**config.mk**
```make
export PLATFORM = sky130hd
export DESIGN_NAME = sram_port_arbiter
export DESIGN_NICKNAME = d
export VERILOG_FILES = /design/src/rtl/sram_arb_pkg.sv /design/src/rtl/rr_arbiter.sv /design/src/rtl/sram_port_arbiter.sv
export SDC_FILE = /design/constraint.sdc
export NUM_CORES = 1
export LEC_CHECK = 0
export BUFFER_PORTS_ARGS = -buffer_cell sky130_fd_sc_hd__buf_2
export CORE_AREA = 2 2 102 104
export CTS_BUF_LIST = sky130_fd_sc_hd__clkbuf_4 sky130_fd_sc_hd__clkbuf_8
export CTS_CLUSTER_DIAMETER = 40
export DETAILED_ROUTE_END_ITERATION = 8
export DIE_AREA = 0 0 104 106
export GPL_ROUTABILITY_DRIVEN = 1
export GPL_TIMING_DRIVEN = 0
export PLACE_DENSITY = 0.61
export SLEW_MARGIN = 20
export SYNTH_ARGS = -nofsm -noshare
export SYNTH_HDL_FRONTEND = slang
export SYNTH_SLANG_ARGS = --single-unit
export TNS_END_PERCENT = 30
```
**constraint.sdc**
```tcl
create_clock -name clk -period 4.8 [get_ports clk]
set_input_delay 0.48 -clock clk [delete_from_list [all_inputs] [get_ports clk]]
set_output_delay 0.48 -clock clk [all_outputs]
set_load 0.1 [all_outputs]
```
**src/rtl/sram_arb_pkg.sv**
```systemverilog
// Shared types and helpers for the SRAM port arbiter and its SRAM wrapper.
package sram_arb_pkg;

  // Default SRAM geometry used by the arbiter and the SRAM wrapper.
  localparam int DEF_DW = 32;
  localparam int DEF_AW = 7;

  // Widest requestor index supported (NREQ up to 8).
  localparam int ID_MAX_W = 3;

  // Index width for n items: clog2(n), never narrower than one bit.
  function automatic int id_width(input int n);
    if (n <= 1) return 1;
    return $clog2(n);
  endfunction

  // One entry of the read-return tag pipeline.
  typedef struct packed {
    logic                valid;
    logic                owner_is_tb;
    logic [ID_MAX_W-1:0] id;
  } rd_tag_t;

endpackage

```
**src/rtl/rr_arbiter.sv**
```systemverilog
// Round-robin pick: first requestor with req high, searching upward from
// i_ptr with wrap-around. Returns a one-hot grant plus its index.
module rr_arbiter
  import sram_arb_pkg::*;
#(
  parameter int NREQ = 2,
  parameter int IW   = id_width(NREQ)
) (
  input  logic [NREQ-1:0] i_req,
  input  logic [IW-1:0]   i_ptr,
  output logic [NREQ-1:0] o_gnt,
  output logic [IW-1:0]   o_idx,
  output logic            o_any
);

  // Two descending passes, later assignment wins: the pass over indices at
  // or above the pointer overrides the wrapped pass below the pointer, and
  // the descending order leaves the lowest qualifying index in each pass.
  always_comb begin
    o_gnt = '0;
    o_idx = '0;
    o_any = 1'b0;
    for (int j = NREQ - 1; j >= 0; j--) begin
      if (i_req[j] && (j < int'(i_ptr))) begin
        o_gnt    = '0;
        o_gnt[j] = 1'b1;
        o_idx    = IW'(j);
        o_any    = 1'b1;
      end
    end
    for (int j = NREQ - 1; j >= 0; j--) begin
      if (i_req[j] && (j >= int'(i_ptr))) begin
        o_gnt    = '0;
        o_gnt[j] = 1'b1;
        o_idx    = IW'(j);
        o_any    = 1'b1;
      end
    end
  end

endmodule

```
**src/rtl/sram_port_arbiter.sv**
```systemverilog
// Shares one single-port SRAM (active-low CEN/WEN) between NREQ corelet
// requestors (round-robin with bounded burst hold) and a testbench port
// that overrides them. Read returns are steered by a latency-matched tag
// pipeline, so each response reaches the owner recorded at issue time.
// There is no valid/ready handshake: an access is accepted in the cycle it
// is granted (gnt high, or tb_sel high with tb_cen low), and a read returns
// exactly RD_LAT cycles later with a single-cycle qvalid/tb_qvalid pulse.
module sram_port_arbiter
  import sram_arb_pkg::*;
#(
  parameter int NREQ      = 2,
  parameter int DW        = DEF_DW,
  parameter int AW        = DEF_AW,
  parameter int RD_LAT    = 1,
  parameter int MAX_BURST = 4
) (
  input  logic                      clk,
  input  logic                      reset,
  input  logic                      tb_sel,
  input  logic                      tb_cen,
  input  logic                      tb_wen,
  input  logic [AW-1:0]             tb_a,
  input  logic [DW-1:0]             tb_d,
  output logic [DW-1:0]             tb_q,
  output logic                      tb_qvalid,
  input  logic [NREQ-1:0]           req,
  input  logic [NREQ-1:0]           req_wen,
  input  logic [NREQ*AW-1:0]        req_a,
  input  logic [NREQ*DW-1:0]        req_d,
  output logic [NREQ-1:0]           gnt,
  output logic [DW-1:0]             q,
  output logic                      qvalid,
  output logic [id_width(NREQ)-1:0] qid,
  output logic                      sram_cen,
  output logic                      sram_wen,
  output logic [AW-1:0]             sram_a,
  output logic [DW-1:0]             sram_d,
  input  logic [DW-1:0]             sram_q
);

  localparam int IW = id_width(NREQ);
  localparam int CW = id_width(MAX_BURST);
  localparam logic [CW-1:0] BURST_LAST = CW'(MAX_BURST - 1);
  localparam logic [IW-1:0] LAST_IDX   = IW'(NREQ - 1);

  // Arbiter state
  logic [IW-1:0] r_rr_ptr;
  logic [CW-1:0] r_burst_cnt;
  logic [IW-1:0] r_last_owner;
  logic          r_prev_gnt;     // previous cycle granted r_last_owner
  rd_tag_t       r_tag [RD_LAT];

  logic [NREQ-1:0] w_arb_gnt;
  logic [IW-1:0]   w_arb_idx;
  logic            w_arb_any;
  logic            w_hold;
  logic            w_any;
  logic [IW-1:0]   w_idx;
  logic            w_same;
  logic [CW-1:0]   w_cnt_next;
  logic [IW-1:0]   w_next_ptr;
  rd_tag_t         w_push;
  logic [AW-1:0]   w_req_a [NREQ];
  logic [DW-1:0]   w_req_d [NREQ];

  for (genvar i = 0; i < NREQ; i++) begin : g_unpack
    assign w_req_a[i] = req_a[i*AW +: AW];
    assign w_req_d[i] = req_d[i*DW +: DW];
  end

  rr_arbiter #(.NREQ(NREQ), .IW(IW)) u_rr (
    .i_req (req),
    .i_ptr (r_rr_ptr),
    .o_gnt (w_arb_gnt),
    .o_idx (w_arb_idx),
    .o_any (w_arb_any)
  );

  // The current owner keeps the SRAM while it still requests and its burst
  // window is not used up. Once the window closes the round-robin search
  // decides; a lone requestor simply wins it again and opens a new window.
  assign w_hold = !tb_sel && r_prev_gnt && req[r_last_owner] &&
                  (r_burst_cnt < BURST_LAST);
  assign w_idx  = w_hold ? r_last_owner : w_arb_idx;
  assign w_any  = !reset && !tb_sel && (w_hold || w_arb_any);
  assign w_same = r_prev_gnt && (w_idx == r_last_owner);

  // Burst counter wraps at the window end so windows repeat for a lone owner.
  assign w_cnt_next = !w_same ? '0 :
                      (r_burst_cnt == BURST_LAST) ? '0 : r_burst_cnt + CW'(1);
  assign w_next_ptr = (w_idx == LAST_IDX) ? '0 : w_idx + IW'(1);

  // One-hot grant for the cycle's corelet access.
  always_comb begin
    gnt = '0;
    if (w_any) begin
      if (w_hold) gnt[r_last_owner] = 1'b1;
      else        gnt = w_arb_gnt;
    end
  end

  // SRAM port mux: reset parks the SRAM, tb_sel passes the testbench through.
  always_comb begin
    sram_cen = 1'b1;
    sram_wen = 1'b1;
    sram_a   = '0;
    sram_d   = '0;
    if (reset) begin
      sram_cen = 1'b1;
    end else if (tb_sel) begin
      sram_cen = tb_cen;
      sram_wen = tb_wen;
      sram_a   = tb_a;
      sram_d   = tb_d;
    end else if (w_any) begin
      sram_cen = 1'b0;
      sram_wen = req_wen[w_idx];
      sram_a   = w_req_a[w_idx];
      sram_d   = w_req_d[w_idx];
    end
  end

  // Arbitration bookkeeping; testbench mode freezes it apart from the burst.
  always_ff @(posedge clk or posedge reset) begin
    if (reset) begin
      r_rr_ptr     <= '0;
      r_burst_cnt  <= '0;
      r_last_owner <= '0;
      r_prev_gnt   <= 1'b0;
    end else if (tb_sel) begin
      r_burst_cnt <= '0;
      r_prev_gnt  <= 1'b0;
    end else if (w_any) begin
      r_last_owner <= w_idx;
      r_burst_cnt  <= w_cnt_next;
      r_prev_gnt   <= 1'b1;
      if (!w_hold) r_rr_ptr <= w_next_ptr;
    end else begin
      r_burst_cnt <= '0;
      r_prev_gnt  <= 1'b0;
    end
  end

  // Tag describing this cycle's access; only reads carry a valid tag.
  always_comb begin
    w_push             = '0;
    w_push.valid       = !sram_cen && sram_wen;
    w_push.owner_is_tb = tb_sel;
    w_push.id          = tb_sel ? '0 : ID_MAX_W'(w_idx);
  end

  // Tag shift register advancing every cycle in lockstep with SRAM latency.
  always_ff @(posedge clk or posedge reset) begin
    if (reset) begin
      for (int i = 0; i < RD_LAT; i++) r_tag[i] <= '0;
    end else begin
      r_tag[0] <= w_push;
      for (int i = 1; i < RD_LAT; i++) r_tag[i] <= r_tag[i-1];
    end
  end

  assign qvalid    = r_tag[RD_LAT-1].valid && !r_tag[RD_LAT-1].owner_is_tb;
  assign tb_qvalid = r_tag[RD_LAT-1].valid &&  r_tag[RD_LAT-1].owner_is_tb;
  assign qid       = qvalid ? r_tag[RD_LAT-1].id[IW-1:0] : '0;
  assign q         = sram_q;
  assign tb_q      = sram_q;

endmodule

```
Word level (Yosys, flattened, before mapping)
Index checks and enable logic that the tools add are counted.
{"block": "totals", "mem_count": 0, "inputBits": 158, "romBits": 0, "regBits": 8, "latchBits": 0, "mem_bits_rw": 0}
{"block": "op_classes", "n_mux": 44, "div_mod_pow": 0, "multipliers": 0, "eq_ne": 2, "n_shift": 0, "n_lt_le_gt_ge": 7, "addsub": 2, "bitwise_logic": 3, "n_reduce_logical": 19}
{"operator": "$mux 32", "count": 6}
{"operator": "$mux 7", "count": 6}
{"operator": "$mux 1", "count": 23}
{"operator": "$mux 2", "count": 8}
{"operator": "$logic_and 1x1->1", "count": 12}
{"operator": "$logic_not 1->1", "count": 4}
{"operator": "$lt 1x2->1 const B", "count": 2}
{"operator": "$reduce_and 3->1", "count": 1}
{"operator": "$add 2x1->2 const B", "count": 1}
{"operator": "$eq 2x2->1 const B", "count": 1}
{"operator": "$ge 2x2->1 const B", "count": 1}
{"operator": "$lt 2x2->1 const B", "count": 1}
{"operator": "$not 1->1", "count": 2}
{"operator": "$not 1->2", "count": 1}
{"operator": "$reduce_and 2->1", "count": 1}
{"operator": "$add 1x1->1 const B", "count": 1}
{"operator": "$demux 1 s1", "count": 1}
{"operator": "$eq 1x1->1", "count": 1}
{"operator": "$ge 1x1->1 const A", "count": 1}
{"operator": "$ge 1x1->1 const B", "count": 1}
{"operator": "$logic_or 1x1->1", "count": 1}
{"operator": "$lt 1x1->1 const A", "count": 1}

Depth between registers and ports, before layout
Gate-level depths: netlist (run 1).
{"block": "depth", "depth_word": 12, "ltp_mapped": 8, "mapped_depth_nobuf": 6}

Modules after synthesis
From an unflattened synthesis (run 1), not the netlist that was laid out.
{"block": "hier_totals", "cells_unflattened": 303, "area_unflattened_um2": 1970.6}
{"mod": "sram_port_arbiter", "instances": 1, "seq_area_each_um2": 200.2, "area_each_um2": 1938.1, "cells_each": 298}
{"mod": "rr_arbiter", "instances": 1, "seq_area_each_um2": 0.0, "area_each_um2": 32.5, "cells_each": 5}

Worst setup path after synthesis (run 1)
Ideal clock, no wire load.
{"block": "synth_timing", "path_type": "input-to-output", "startpoint": "input req[1]", "endpoint": "output sram_cen", "required_ps": 4320, "stages": 1, "setup_slack_ps": 246, "arrival_ps": 4074, "path_cell_list": "o311ai_0"}
{"block": "synth_via", "elab_chain_len": 9, "elab_cells_between_ends": 11}
{"item": "start: declaration", "line_no": "sram_port_arbiter.sv:26", "source": "input logic [NREQ-1:0] req,"}
{"item": "$mux 1 (not written as such) (2 in a row)", "line_no": "sram_port_arbiter.sv:82", "source": "assign w_hold = !tb_sel && r_prev_gnt && req[r_last_owner] &&"}
{"item": "$logic_and 1x1->1 (2 in a row)", "line_no": "sram_port_arbiter.sv:82"}
{"item": "$logic_or 1x1->1 (*)", "line_no": "sram_port_arbiter.sv:85", "source": "assign w_any = !reset && !tb_sel && (w_hold || w_arb_any);"}
{"item": "$logic_and 1x1->1 (*)", "line_no": "sram_port_arbiter.sv:85"}
{"item": "$mux 1 (*)", "line_no": "sram_port_arbiter.sv:115", "source": "end else if (w_any) begin"}
{"item": "$mux 1 (*)", "line_no": "sram_port_arbiter.sv:110", "source": "end else if (tb_sel) begin"}
{"item": "$mux 1 (*)", "line_no": "sram_port_arbiter.sv:108", "source": "if (reset) begin"}
{"item": "end: declaration", "line_no": "sram_port_arbiter.sv:34", "source": "output logic sram_cen,"}
Every way passes the cells marked *; elsewhere a longest branch is shown, timed or not. The select of a mux whose other input is x is not followed.

Worst setup path after layout (run 1)
{"block": "layout_timing", "startpoint": "register r_burst_cnt[0]", "endpoint": "output sram_d[22]"}
{"block": "layout_via", "elab_chain_len": 10, "elab_cells_between_ends": 12}
{"item": "start: declaration", "line_no": "sram_port_arbiter.sv:48", "source": "logic [CW-1:0] r_burst_cnt;"}
{"item": "start signal: assignment", "line_no": "sram_port_arbiter.sv:135", "source": "r_burst_cnt <= w_cnt_next;"}
{"item": "$lt 2x2->1 (*)", "line_no": "sram_port_arbiter.sv:83", "source": "(r_burst_cnt < BURST_LAST);"}
{"item": "$logic_and 1x1->1 (*)", "line_no": "sram_port_arbiter.sv:82"}
{"item": "$mux 1", "line_no": "sram_port_arbiter.sv:84", "source": "assign w_idx = w_hold ? r_last_owner : w_arb_idx;"}
{"item": "$not 1->2 (not written as such)", "line_no": "sram_port_arbiter.sv:119", "source": "sram_d = w_req_d[w_idx];"}
{"item": "$mux 32 (not written as such) (3 in a row)", "line_no": "sram_port_arbiter.sv:119"}
{"item": "$mux 32 (*)", "line_no": "sram_port_arbiter.sv:115"}
{"item": "$mux 32 (*)", "line_no": "sram_port_arbiter.sv:110"}
{"item": "$mux 32 (*)", "line_no": "sram_port_arbiter.sv:108"}
{"item": "end: declaration", "line_no": "sram_port_arbiter.sv:37", "source": "output logic [DW-1:0] sram_d,"}
Marks and branches as above.

==> results.toml, run 1 <==
[outcome]
status = "finished clean"

[setup_path]
crit_fanout = 10
path_class = "reg2out"
slowest_delay_ns = 0.46
start_kind = "flip-flop"
reg2reg_slack_ns = 2.86
critPathMostFrequentCell = "mux2i_1"
cp.required_ns = 4.32
cpMaxStageDelayCell = "buf_2"
worst_ep_arrival_time_ns = 2.55
worstPathCellList = "ha_1 > nor3b_4 > mux2i_1 > a21bo_1 > buf_6 > buf_12 > mux2i_1 > o21ai_1 > buf_2"
cp-end-kind = "primary output"

[global_routing]
grt_max_degree = 11
global_route.usage.met1 = 0.116
grt-ovfl-total = 0
gr-usage-met3 = 0.0245
grt_pass1_vias = 2275
grt_pass1_wl_mm = 9.98
globalRouteMet2Util = 0.209
grt_usage = 0.106
grt_busiest_layer = "met2"
antenna_found_initial = 0

[final_layout]
regArea_sq_um = 200
multiInputGateArea_sq_um = 975
final_nets = 642
utilization = 0.318
area_growth_pct = 77.5
drive_above_1_share = 0.644
antennaDiodeCount = 0
fill_cells = 1097

[synth]
synth.most_common_cell = "buf_4"
synth_area_sq_um = 1790
synth_top_family_by_area = "buffers and inverters"
synth_warnings = 0
synth_xor_area_frac = 0
synth_area_leader_cell = "buf_4"
synthAdderAreaFrac = 0.00699
syn_nets = 402
synth_top_cells_by_count = "64 x buf_4, 42 x nand2_1, 41 x mux2i_1"
async_reset_ff_frac = 1.00
synth_cell_types = 31
synth-seq-cells = 8
synthMuxAreaShare = 0.229
synth_top_flop_cell = "dfrtp_1"
synth-simple-area-share = 0.158
yosys-top-cells-area = "buf_4 27%, mux2i_1 23%, dfrtp_1 11%"
netlist_instances = 243
seq_area_frac_synth = 0.112
synth_top_area_frac = 0.268
avgSynthCellArea_sq_um = 7.37
synth-compound-area-share = 0.150
synth-edff-count = 0

[sta]
finalCriticalPeriod_ns = 3.03
slew_headroom = 0.668
finalHoldViolCount = 0
rsz0062_at_grt = "false"
drv_slew = 0
tns_ns = 0
fin_crit_sh = 0.631
layout_setup_ws_ns = 1.77
max_freq_ghz = 0.330
worst_pin_slew_ns = 0.502
fin_worst_skew_ns = 0.000561
setup_viol = 0

[clock_tree]
cts_sinks = 8
htreeDepth = 1
clk_pin_slew_ns = 0.04
ctsHoldBuffers = 0
post_cts_buffers = 0
cts.path.max_buffers = 2
cts_tree = "built"
cts_buffers = 3
ctsResizeCount = 0
clk_latency_ns = 0.22
root_buffer = "clkbuf_8"

[placed_design]
port_buffers = 235
hpwlAfterDp_mm = 5.69
dp_worst_setup_slack_ns = 1.70
routabilityCongestion = 0.755

[detailed_routing]
vias_per_cell = 4.00
drt_iter0_markers = 75
ant_nets = 0
wl_mm = 6.43
vias = 2465
drc = 0
wl_per_cell_um = 10.4
drtPass1Iterations = 4

[floorplanning]
io_pins = 268
fp.coreArea_sq_um = 10000
initial_core_util = 0.179
dieArea_sq_um = 11000
chipWidth_um = 104
die_h_um = 106
placementRows = 37

[power_and_ir_drop]
vdd_drop_max_v = 0.000109
p_leak_nw = 1.97
p_per_area_nw_per_um2 = 262
power_uw = 833

[worst_hold_path]
hold_path.class = "in2async"

[run]
maxCapViolCount = 0
[per-layer routing]
metal  up-vias  share of wire
met5         -              0
met4         0         0.0045
met3         4           0.10
met2       151           0.53
met1      1076           0.37
li1       1234              -
[cell type report]
type / count / area share
repair buffers: 235 / 0.370
multi-input cells: 153 / 0.307
plain buffers: 78 / 0.189
flip-flops and latches: 8 / 0.0630
well taps: 136 / 0.0535
clock buffers: 3 / 0.0130
inverters: 4 / 0.00472
[cells in the final DEF, fill, tap and decap left out]
cell | synthesis | final
and3_1 | 1 | 1
a211oi_1 | 1 | 1
mux2i_1 | 41 | 41
buf_2 | 0 | 235
inv_1 | 3 | 3
o21ai_0 | 2 | 2
o211ai_1 | 1 | 1
buf_4 | 64 | 64
inv_2 | 1 | 1
nand2b_1 | 3 | 3
nor2_1 | 4 | 4
a31oi_1 | 1 | 1
o22ai_1 | 1 | 1
buf_8 | 1 | 1
nand2_1 | 42 | 42
buf_12 | 3 | 3
nor2_2 | 1 | 1
or3_1 | 1 | 1
a21oi_1 | 2 | 2
and2_1 | 2 | 2
ha_1 | 1 | 1
clkbuf_8 | 0 | 3
a21o_1 | 1 | 1
nor3_1 | 1 | 1
buf_6 | 1 | 1
dfrtp_1 | 8 | 8
nor4b_1 | 2 | 2
o311ai_0 | 1 | 1
o21ai_1 | 39 | 39
nor3b_4 | 1 | 1
clkbuf_1 | 9 | 9
a21bo_1 | 1 | 1
nor2b_1 | 3 | 3
[report_power, final]
| part | leakage (nW) | switching (mW) | internal, mW |
|---|---|---|---|
| Combinational | 1.84 | 0.512 | 0.164 |
| Sequential | 0.104 | 0.00508 | 0.0733 |
| Clock | 0.0216 | 0.0243 | 0.0541 |
| Total | 1.97 | 0.541 | 0.292 |
[logic make-up (layout without fill, tap and decap cells)]
group / after synthesis / after routing
AO/OA/AOI/OAI: 50 / 50
adder cells (fa/ha/maj): 1 / 1
flip-flops: 8 / 8
buffers and inverters: 82 / 320
multiplexers: 41 / 41
AND/OR/NAND/NOR: 61 / 61
[per-stage QoR]
stage	std cells	area, sq um	hold WS [ns]
floorplan	243	1790	0.302
global placement	614	3140	0.427
detailed placement	614	3140	0.441
CTS	617	3180	0.255
global route	617	3180	0.262
finish	617	3180	0.245
[critical path: cells and delay by family, from the launching register on]
| family | cells | cell delay (ns) |
|---|---|---|
| flip-flops | 1 | 0.38 |
| adder cells (fa/ha/maj) | 1 | 0.24 |
| buffers and inverters | 3 | 0.78 |
| AND/OR/NAND/NOR | 1 | 0.26 |
| multiplexers | 2 | 0.33 |
| AO/OA/AOI/OAI | 2 | 0.32 |
[final timing paths]
path                                start             end  cells after the start
setup / recovery           r_burst_cnt[0]      sram_d[22]                      9
hold / removal                      reset      r_prev_gnt                      2
setup reg to reg           r_burst_cnt[0]    r_last_owner                      8
hold reg to reg            r_burst_cnt[0]  r_burst_cnt[0]                      1
max in group asynchronous           reset        r_tag[4]                      2
min in group clk           r_burst_cnt[0]  r_burst_cnt[0]                      1
[flip-flops by register name, summed over array words and instances, names as in the netlist]
register and count:
r_tag 3, r_rr_ptr 1, r_prev_gnt 1, r_burst_cnt 2, r_last_owner 1
Note: power is estimated with default switching activity, not from simulation.
==> run 2: changes to the inputs <==
--- a/config.mk
+++ b/config.mk
@@ -6,14 +6,14 @@
 export NUM_CORES = 1
 export LEC_CHECK = 0
 export BUFFER_PORTS_ARGS = -buffer_cell sky130_fd_sc_hd__buf_2
-export CORE_AREA = 2 2 102 104
+export CORE_AREA = 2 2 103 105
 export CTS_BUF_LIST = sky130_fd_sc_hd__clkbuf_4 sky130_fd_sc_hd__clkbuf_8
 export CTS_CLUSTER_DIAMETER = 40
 export DETAILED_ROUTE_END_ITERATION = 8
-export DIE_AREA = 0 0 104 106
+export DIE_AREA = 0 0 105 107
 export GPL_ROUTABILITY_DRIVEN = 1
 export GPL_TIMING_DRIVEN = 0
-export PLACE_DENSITY = 0.61
+export PLACE_DENSITY = 0.6
 export SLEW_MARGIN = 20
 export SYNTH_ARGS = -nofsm -noshare
 export SYNTH_HDL_FRONTEND = slang
==> constraint.sdc (replaced) <==
create_clock -name clk -period 3.02 [get_ports clk]
set_input_delay 0.302 -clock clk [delete_from_list [all_inputs] [get_ports clk]]
set_output_delay 0.302 -clock clk [all_outputs]
set_load 0.1 [all_outputs]
==> results.toml, run 2 (synthesis gave the netlist of run 1 again) <==
[detailed_routing]
vias_per_cell = 3.93
ant_nets = 0
vias = 2424
drc = 0
wl_per_cell_um = 11.1
drt_iter0_markers = 86
drtPass1Iterations = 4
wl_mm = 6.88

[floorplanning]
io_pins = 268
placementRows = 37
initial_core_util = 0.177
fp.coreArea_sq_um = 10100
chipWidth_um = 105
die_h_um = 107
dieArea_sq_um = 11200

[clock_tree]
cts.path.max_buffers = 2
cts_buffers = 3
cts_sinks = 8
ctsResizeCount = 0
clk_latency_ns = 0.23
cts_tree = "built"
ctsHoldBuffers = 0
post_cts_buffers = 0
root_buffer = "clkbuf_8"
clk_pin_slew_ns = 0.04
htreeDepth = 1

[sta]
rsz0062_at_grt = "false"
drv_slew = 0
fin_worst_skew_ns = 0.00515
worst_pin_slew_ns = 0.734
tns_ns = 0
max_freq_ghz = 0.356
whs_ns = 0.0687
finalHoldViolCount = 0
slew_headroom = 0.511
setup_viol = 0
finalCriticalPeriod_ns = 2.81
fin_crit_sh = 0.931

[placed_design]
dp.cells = 614
hpwlAfterDp_mm = 6.07
port_buffers = 235
routabilityCongestion = 0.751
dpl_cell_area_sq_um = 3170

[final_layout]
area_growth_pct = 79.6
layout_commonest_cell = "buf_2"
drive_above_1_share = 0.665
final_nets = 642
design_area_sq_um = 3220
utilization = 0.319
largest_reg_flops = 3
antennaDiodeCount = 0
layout_common_cells = "235 x buf_2, 64 x buf_4, 42 x nand2_1"
fin_cells = 617
largestRegisters = "r_tag (3), r_burst_cnt (2)"
regMostFlops = "r_tag"

[setup_path]
worstPathCellList = "ha_1 > nor3b_4 > mux2i_1 > a21bo_1 > buf_6 > buf_12 > mux2i_1 > o21ai_1 > buf_2"
path_class = "reg2out"
crit_buf_inv = 3
cp-end-kind = "primary output"
cp.required_ns = 2.72
crit_fanout = 10
critical_path.top_delay_family = "buffers and inverters"
critPathMostFrequentCell = "mux2i_1"
start_kind = "flip-flop"
slowest_delay_ns = 0.46
cpMaxStageDelayCell = "buf_2"
worst_ep_arrival_time_ns = 2.51

[power_and_ir_drop]
p_leak_nw = 1.98
p_per_area_nw_per_um2 = 416
vdd_drop_max_v = 0.000203

[worst_hold_path]
hold_path.class = "in2async"

[global_routing]
antenna_found_initial = 0
grt_pass1_vias = 2281
grt-ovfl-total = 0
grt_usage = 0.107
grt_max_degree = 11
grt_pass1_wl_mm = 9.92

[run]
maxCapViolCount = 0

[outcome]
status = "finished clean"
==> run 2: report_power, final <==
group	leakage [nW]	switching (mW)	internal (mW)	total, mW
sequential	0.104	0.00852	0.116	0.125
combinational	1.86	0.822	0.264	1.09
clock	0.0216	0.0402	0.0862	0.126
==> run 2: cell type report <==
cell class                 count  area, sq um
buffer                        78          601
clock buffer                   3         41.3
fill                        1121         6880
inverter                       4         15.0
multi-input combinational    153         1010
sequential                     8          200
tap                          136          170
timing repair buffer         235         1180
==> run 2: through the flow <==
step / power (mW) / worst slack (ns)
floorplan: 1.03 / -0.166
global placement: 1.21 / 0.267
detailed placement: 1.22 / 0.240
CTS: 1.35 / 0.173
global route: 1.39 / 0.0269
finish: 1.34 / 0.208
==> run 2: final timing paths <==
path,endpoint,from,cells past startpoint,slack [ns]
max,sram_d[2],r_burst_cnt[0],9,0.21
min,r_prev_gnt,reset,2,0.07
max reg2reg,r_tag[4],r_burst_cnt[0],7,1.05
min reg2reg,r_burst_cnt[0],r_burst_cnt[0],1,0.44
max in group asynchronous,r_tag[3],reset,2,2.70
min in group clk,r_tag[3],tb_sel,1,0.30
==> run 2: worst register-to-register path: cells and delay by family (launching register included) <==
kind,cells,cell delay (ns)
flip-flops,1,0.37
adder cells (fa/ha/maj),1,0.24
AO/OA/AOI/OAI,2,0.26
AND/OR/NAND/NOR,1,0.27
multiplexers,2,0.53
buffers and inverters,1,0.17
==> run 2: routing by layer <==
layer / track usage / share of wire
met1: 0.110 / 0.35
met2: 0.225 / 0.55
met3: 0.0140 / 0.099
met4: 0.0190 / 0.0039
met5: 0 / 0
==> run 3: changes to the inputs <==
--- a/config.mk
+++ b/config.mk
@@ -6,14 +6,16 @@
 export NUM_CORES = 1
 export LEC_CHECK = 0
 export BUFFER_PORTS_ARGS = -buffer_cell sky130_fd_sc_hd__buf_2
-export CORE_AREA = 2 2 103 105
+export CORE_AREA = 2 2 102 104
 export CTS_BUF_LIST = sky130_fd_sc_hd__clkbuf_4 sky130_fd_sc_hd__clkbuf_8
 export CTS_CLUSTER_DIAMETER = 40
+export CTS_CLUSTER_SIZE = 16
 export DETAILED_ROUTE_END_ITERATION = 8
-export DIE_AREA = 0 0 105 107
+export DIE_AREA = 0 0 104 106
 export GPL_ROUTABILITY_DRIVEN = 1
 export GPL_TIMING_DRIVEN = 0
-export PLACE_DENSITY = 0.6
+export HOLD_SLACK_MARGIN = 0.08
+export PLACE_DENSITY = 0.61
 export SLEW_MARGIN = 20
 export SYNTH_ARGS = -nofsm -noshare
 export SYNTH_HDL_FRONTEND = slang
==> constraint.sdc (replaced) <==
create_clock -name clk -period 3.25 [get_ports clk]
set_input_delay 0.325 -clock clk [delete_from_list [all_inputs] [get_ports clk]]
set_output_delay 0.325 -clock clk [all_outputs]
set_load 0.1 [all_outputs]
==> results.toml, run 3 (synthesis gave the netlist of run 1 again) <==
[outcome]
status = "finished clean"

[setup_path]
worst_ep_arrival_time_ns = 2.57
critical_path.top_delay_family = "buffers and inverters"
worstPathCellList = "ha_1 > nor3b_4 > mux2i_1 > a21bo_1 > buf_6 > buf_8 > mux2i_1 > o21ai_1 > buf_2"
crit_fanout = 10
cpMaxStageDelayCell = "buf_2"
reg2reg_depth = 8
slowest_delay_ns = 0.44
reg2reg_slack_ns = 1.26
start_kind = "flip-flop"
crit_cells = 9
cp.required_ns = 2.92
r2r-start = "r_burst_cnt[0]"
critPathMostFrequentCell = "mux2i_1"
worstReg2RegEnd = "r_last_owner"
cp-end-kind = "primary output"
path_class = "reg2out"
crit_buf_inv = 3

[floorplanning]
dieArea_sq_um = 11000
fp.coreArea_sq_um = 10000
die_h_um = 106
io_pins = 268
initial_core_util = 0.179
placementRows = 37
chipWidth_um = 104

[sta]
rsz0062_at_grt = "false"
worst_pin_slew_ns = 0.547
drv_slew = 0
max_freq_ghz = 0.346
finalHoldViolCount = 0
slew_headroom = 0.635
finalCriticalPeriod_ns = 2.89
setup_viol = 0
whs_ns = 0.0998
layout_setup_ws_ns = 0.358
fin_crit_sh = 0.890
fin_worst_skew_ns = 0.000823
tns_ns = 0

[power_and_ir_drop]
power_mw = 1.24
comb_power_share = 0.811
power_frac_seq = 0.093
intPower_uw = 432
p_leak_nw = 1.97
p_sw_frac = 0.651
p_per_area_nw_per_um2 = 389
p_clk_frac = 0.096
vdd_drop_max_v = 0.000166
p_sw_uw = 806

[final_layout]
final_nets = 642
regMostFlops = "r_tag"
fin_cells = 617
layout_common_cells = "235 x buf_2, 64 x buf_4, 42 x nand2_1"
utilization = 0.318
largestRegisters = "r_tag (3), r_burst_cnt (2)"
antennaDiodeCount = 0
area_growth_pct = 77.5
layout_commonest_cell = "buf_2"
design_area_sq_um = 3180
fill_cells = 1098
drive_above_1_share = 0.644
largest_reg_flops = 3

[global_routing]
grt_usage = 0.115
grt_max_degree = 11
grt-ovfl-total = 0
antenna_found_initial = 0
grt_pass1_vias = 2373
grt_pass1_wl_mm = 10.5

[placed_design]
dp.cells = 614
hpwlAfterDp_mm = 6.04
routabilityCongestion = 0.733
port_buffers = 235
dpl_cell_area_sq_um = 3140
dp_worst_setup_slack_ns = 0.415

[detailed_routing]
drc = 0
vias = 2447
wl_mm = 6.90
wl_per_cell_um = 11.2
vias_per_cell = 3.97
drt_iter0_markers = 70
drtPass1Iterations = 4
ant_nets = 0

[worst_hold_path]
hold_path.class = "in2async"

[clock_tree]
clk_pin_slew_ns = 0.04
cts.path.max_buffers = 2
cts_sinks = 8
cts_tree = "built"
cts_buffers = 3
ctsHoldBuffers = 0
post_cts_buffers = 0
clk_latency_ns = 0.23
htreeDepth = 1
root_buffer = "clkbuf_8"
ctsResizeCount = 0

[run]
maxCapViolCount = 0
run 3: metal layers:
layer  share of wire  global-route usage
met5               0                   0
met2            0.51               0.217
met4          0.0094              0.0232
met1            0.39               0.131
met3           0.087              0.0264
run 3: how the worst max path moves through the flow:
stage	start	end	slack, ns
final	r_burst_cnt[0]	sram_d[25]	0.36
after global routing	r_burst_cnt[0]	sram_a[5]	0.14
after CTS	r_burst_cnt[0]	sram_d[25]	0.32
after detailed placement	tb_sel	sram_d[25]	0.42
after global placement	tb_sel	sram_d[25]	0.42
after floorplan	r_burst_cnt[0]	sram_wen	0.01
run 3: layout make-up:
cell class | count | area [sq um] | share of cell area
inverters | 4 | 15.0 | 0.00472
clock buffers | 3 | 41.3 | 0.0130
plain buffers | 78 | 601 | 0.189
multi-input cells | 153 | 975 | 0.307
flip-flops and latches | 8 | 200 | 0.0630
well taps | 136 | 170 | 0.0535
repair buffers | 235 | 1180 | 0.370
run 3: power groups by stage:
stage	registers (mW)	clock network, mW	logic, mW
finish	0.115	0.119	1.00
global route	0.117	0.129	1.05
CTS	0.115	0.121	1.01
detailed placement	0.116	0	1.01
global placement	0.116	0	1.00
floorplan	0.115	0	0.838
